`src/rtl/accum_frame_monitor.sv`:
```
// Frame monitor behind the 4-bit add-accumulator: counts carry-outs per frame of FRAME_LEN results
// and queues one record per frame in a 2-deep FIFO. Optional drop counter: ACCUM_MON_DROP_CNT_EN.
module accum_frame_monitor #(
  parameter int FRAME_LEN = 8,
  parameter int WRAP_W    = 4
) (
  input  logic              clk,
  input  logic              reset,
  input  logic [3:0]        accum,
  input  logic              overflow,
  input  logic              acc_valid,
  input  logic              clear,
  input  logic              out_ready,
  output logic              out_valid,
  output logic [WRAP_W+4:0] out_data,
  output logic              busy,
  output logic [7:0]        drop_count
);

  // state | meaning
  // IDLE  | no frame in progress, busy=0
  // RUN   | frame in progress, busy=1
  localparam logic [0:0] S_IDLE = 1'b0;
  localparam logic [0:0] S_RUN  = 1'b1;

  localparam int              REC_W    = WRAP_W + 5;
  localparam logic [7:0]      LAST_IDX = 8'(FRAME_LEN - 1);
  localparam logic [WRAP_W-1:0] WRAP_MAX = '1;

  logic [0:0]        state_q, state_d;
  logic [7:0]        cnt_q, cnt_d;
  logic [WRAP_W-1:0] wraps_q, wraps_d, wraps_inc;
  logic              sat_q, sat_d, sat_inc;
  logic              push;
  logic [REC_W-1:0]  push_rec;

  logic [REC_W-1:0]  head_q, head_d;
  logic [REC_W-1:0]  tail_q, tail_d;
  logic [1:0]        fcnt_q, fcnt_d;
  logic              pop;

  // This sample's contribution, applied to either the stored totals or the record.
  always_comb begin
    wraps_inc = wraps_q;
    sat_inc   = sat_q;
    if (overflow) begin
      if (wraps_q == WRAP_MAX) begin
        sat_inc = 1'b1;
      end else begin
        wraps_inc = wraps_q + WRAP_W'(1);
      end
    end
  end

  always_comb begin
    state_d  = state_q;
    cnt_d    = cnt_q;
    wraps_d  = wraps_q;
    sat_d    = sat_q;
    push     = 1'b0;
    push_rec = '0;
    if (clear) begin
      state_d = S_IDLE;
      cnt_d   = '0;
      wraps_d = '0;
      sat_d   = 1'b0;
    end else if (acc_valid) begin
      state_d = S_RUN;
      if (cnt_q == LAST_IDX) begin
        push     = 1'b1;
        push_rec = {sat_inc, wraps_inc, accum};
        cnt_d    = '0;
        wraps_d  = '0;
        sat_d    = 1'b0;
      end else begin
        cnt_d   = cnt_q + 8'd1;
        wraps_d = wraps_inc;
        sat_d   = sat_inc;
      end
    end
  end

  always_ff @(posedge clk) begin
    if (reset) begin
      state_q <= S_IDLE;
      cnt_q   <= '0;
      wraps_q <= '0;
      sat_q   <= 1'b0;
    end else begin
      state_q <= state_d;
      cnt_q   <= cnt_d;
      wraps_q <= wraps_d;
      sat_q   <= sat_d;
    end
  end

  assign busy = (state_q == S_RUN);

  // Head register drives out_data directly; a pop shifts the tail forward.
  assign pop = (fcnt_q != 2'd0) && out_ready;

  always_comb begin
    head_d = head_q;
    tail_d = tail_q;
    fcnt_d = fcnt_q;
    case (fcnt_q)
      2'd0: begin
        if (push) begin
          head_d = push_rec;
          fcnt_d = 2'd1;
        end
      end
      2'd1: begin
        if (pop && push) begin
          head_d = push_rec;
        end else if (pop) begin
          fcnt_d = 2'd0;
        end else if (push) begin
          tail_d = push_rec;
          fcnt_d = 2'd2;
        end
      end
      default: begin
        if (pop) begin
          head_d = tail_q;
          if (push) begin
            tail_d = push_rec;
          end else begin
            fcnt_d = 2'd1;
          end
        end
      end
    endcase
  end

  always_ff @(posedge clk) begin
    if (reset) begin
      head_q <= '0;
      tail_q <= '0;
      fcnt_q <= 2'd0;
    end else begin
      head_q <= head_d;
      tail_q <= tail_d;
      fcnt_q <= fcnt_d;
    end
  end

  assign out_valid = (fcnt_q != 2'd0);
  assign out_data  = head_q;

`ifdef ACCUM_MON_DROP_CNT_EN
  logic [7:0] drop_q;
  logic       drop_push;

  assign drop_push = push && (fcnt_q == 2'd2) && !pop;

  always_ff @(posedge clk) begin
    if (reset) begin
      drop_q <= '0;
    end else if (drop_push && (drop_q != 8'hFF)) begin
      drop_q <= drop_q + 8'd1;
    end
  end

  assign drop_count = drop_q;
`else
  assign drop_count = '0;
`endif

endmodule
```
`config.mk`:
```
export PLATFORM = sky130hd
export DESIGN_NAME = accum_frame_monitor
export DESIGN_NICKNAME = d
export VERILOG_FILES = /design/src/rtl/accum_frame_monitor.sv
export SDC_FILE = /design/constraint.sdc
export NUM_CORES = 1
export LEC_CHECK = 0
export ABC_AREA = 0
export BUFFER_PORTS_ARGS = -buffer_cell sky130_fd_sc_hd__buf_4
export CORE_UTILIZATION = 50
export CTS_CLUSTER_DIAMETER = 150
export DETAILED_ROUTE_END_ITERATION = 10
export PLACE_DENSITY = 0.83
export SLEW_MARGIN = 20
export SYNTH_ARGS = -nofsm -noshare
export SYNTH_HDL_FRONTEND = slang
export SYNTH_SLANG_ARGS = --single-unit
```
`constraint.sdc`:
```
create_clock -name clk -period 2.25 [get_ports clk]
set_clock_uncertainty 0.15 [all_clocks]
set_input_delay 0 -clock clk [delete_from_list [all_inputs] [get_ports clk]]
set_output_delay 0 -clock clk [all_outputs]
set_load 0.1 [all_outputs]
```
==> qor.txt <==
Detailed placement HPWL: 2.69 mm
Final number of hold-violating endpoints: 0
Category of cells accounting for the largest share of critical-path delay: compound AO/OA/AOI/OAI gates
I/O Pins: 29
Arrival time at the worst endpoint: 2.26 ns
Post-synth top area cell: dfxtp_1
Sequential fraction of the synthesis area: 37.2%
Highest net fanout along the worst path: 9
Top-count cell post-synth: dfxtp_1
Drt first pass iters: 5
Worst slew margin relative to its limit: 52.3%
Area taken by multi-input logic gates: 1040 sq um
Die outline area: 3900 sq um
Part of the total power dissipated in combinational logic: 10.9%
Most area-consuming cells after synthesis: dfxtp_1, a21oi_1, a211oi_2, buf_4, a22oi_1
Internal power: 0.894 mW
Maximum buffer depth of the clock tree: 2
Worst setup slack before clock tree synthesis: 0.0875 ns
Final Wtd Congestion: 0.839
# fillers: 295
Remaining global-route overflow: 0
# setup viols final: 0
Period minus WS final: 2.15 ns
Commonest cells post-synth: dfxtp_1, a21oi_1, nor2_1
Number of placement rows: 21
Count of nets after finishing: 251
Share of flip-flops with an asynchronous set or reset: 0%
Buffering stage count on the worst path with inverters included: 1
Setup TNS: 0 ns
Leakage power total: 0.797 nW
CP cell instances: ha_2 -> or4b_4 -> o31ai_4 -> buf_12 -> a21oi_2 -> a311oi_2
Via count: 1,657
Unrepaired setup endpoints after global routing: false
MaxCap Viol Count: 0
Outcome: complete, no violations
Fraction of final layout cells with drive strength greater than 1: 24.4%
Ant diodes: 0
Crit-path slowest cell: or4b_4
Slew Limit Fails: 0
Maximum number of pins on one net before global-route repair: 22
TritonCTS clock tree: done
Register area: 681 sq um
Clock group share of total power: 38.5%
Cell area after synthesis: 1830 sq um
Mean area per synthesized cell: 8.96 sq um
Core footprint: 3420 sq um
Wire length after detailed routing: 4.09 mm
First-pass GRT wire length: 6.72 mm
Logic depth of the worst register-to-register path: 6
Area growth from synthesis to final layout: 20.5%
Period Utilization, post-route: 95.8%
Portion of total power attributed to sequential cells: 50.6%
Required time of the critical path: 2.35 ns
Hold WS: 0.324 ns
Dominant synthesized flop cell: dfxtp_1
Clock tree root buffer cell: clkbuf_4
Hold Crit Depth: 2
Number of I/O port buffers: 20
PnR worst setup slack: 0.0955 ns
Cells after Synth: 204
CP Capture Type: register
Switching fraction of total power: 25.5%
TritonCTS Buffers: 5
Initial antenna violation count: 0
Number of enable flip-flop cells after synthesis: 0
Final ANT Viol Nets: 0
Kind of critical path: register to register
Height of the chip: 62.5 um
Fmax achieved: 464 MHz
Number of clock sinks seen by CTS: 34
Slew of the pin with the lowest slew margin: 0.713 ns
Post-synthesis cell type count: 50
Initial Utilization: 53.5%
Average vias per placed instance: 5.83
Critical path depth: 6
Type of the most critical hold path: register to register
Worst Setup Start Kind: register
H-tree depth reported by CTS: 2
Clock-pin slew on the worst setup and hold paths: 0.10 ns
Portion of synthesized cell area occupied by the leading cell type: 37.2%
Clk Latency, worst-skew pair: 0.34 ns
Switching power of the nets: 0.306 mW
Power after layout: 1.20 mW
GRT Resource Usage Total: 21.8%
DR WL/cell: 14.4 um
DRC marker count from the first detailed-route iteration: 82
Post-route DRC violation count: 0
VDD IR max: 435 uV
Die span in x: 62.5 um
Vias in the first global route: 1,485
Crit path largest cell delay: 0.54 ns
Register bit total from synthesis: 34
Count of yosys warnings during synthesis: 0
Ratio of total power to cell area: 544 nW/um^2
-- area by class of cell --
| class | instances | share of cell area (%) |
|---|---|---|
| inverters | 5 | 0.852 |
| well taps | 46 | 2.61 |
| repair buffers | 39 | 14.9 |
| multi-input cells | 153 | 47.1 |
| clock inverters | 1 | 1.36 |
| clock buffers | 6 | 2.33 |
| flip-flops and latches | 34 | 30.9 |
-- flip-flops by register name, indices dropped and copies added, names as in the netlist --
register and count:
sat_q 1, tail_q 9, out_data 9, wraps_q 4, busy 1, fcnt_q 2
cnt_q 8
-- power by group through the flow --
stage	Combinational [mW]	Sequential [mW]	Clock, mW
CTS	0.129	0.606	0.470
finish	0.130	0.606	0.462
floorplan	0.0992	0.626	0
global route	0.137	0.607	0.501
detailed placement	0.117	0.620	0
global placement	0.117	0.620	0
-- repair_timing --
item | in CTS | in global routing
resized for setup | 0 | 1
hold endpoints to repair | 26 | 0
hold buffers | 9 | 0
setup buffers | 0 | 4
setup endpoints to repair | 0 | 6
-- worst paths after layout --
check	start	to	slack [ns]
worst max-delay path	cnt_q[0]$_SDFFE_PP0P_	out_data[4]$_SDFFE_PP0P_	0.1
worst min-delay path	busy$_SDFFE_PP0P_	busy$_SDFFE_PP0P_	0.32
worst max register to register	cnt_q[0]$_SDFFE_PP0P_	out_data[4]$_SDFFE_PP0P_	0.1
worst min register to register	busy$_SDFFE_PP0P_	busy$_SDFFE_PP0P_	0.32
-- worst min-delay path, stage by stage, from the launching register on --
cell and delay [ns]:
dfxtp_1 0.32, nor2_1 0.08, nor2_1 0.04
-- metrics by stage --
stage                     std cells  area (sq um)  util [%]
after global placement          264          1990      58.2
after CTS                       280          2160      63.2
after global routing            284          2200      64.5
after detailed placement        264          1990      58.2
final                           284          2200      64.5
after floorplan                 211          1860         -
-- layout by cell type (no fill, tap or decap), types with 2 or more instances in the layout --
cell and n:
a211oi_2 7, a21o_1 2, a21oi_1 22, a22oi_1 8, a31oi_1 6, and3_1 2
buf_4 29, clkbuf_4 5, conb_1 8, dfxtp_1 34, dlygate4sd3_1 9, ha_1 2
inv_1 5, mux2i_1 4, nand2_1 8, nand2b_1 3, nand3_1 7, nand4_1 6
nor2_1 13, nor2b_1 3, nor3_1 6, nor4b_1 2, o211ai_1 2, o21a_1 2
o21ai_0 11, or3_1 2, xor2_1 4
-- per-layer routing --
layer / GRT usage (%) / share of wire [%]
met3: 5.47 / 4.3
met1: 26.9 / 46
met5: 0 / 0
met2: 35.3 / 48
met4: 10.5 / 1.9
-- cells by family after synthesis --
kind of cell | count (synthesis) | synth area share [%]
AO/OA/AOI/OAI | 69 | 26.8
XOR/XNOR | 5 | 2.40
adder cells (fa/ha/maj) | 3 | 2.05
buffers and inverters | 24 | 7.73
flip-flops | 34 | 37.2
multiplexers | 5 | 2.81
other | 1 | 0.205
AND/OR/NAND/NOR | 63 | 20.8
No activity file was read; power rests on OpenSTA's default activity.
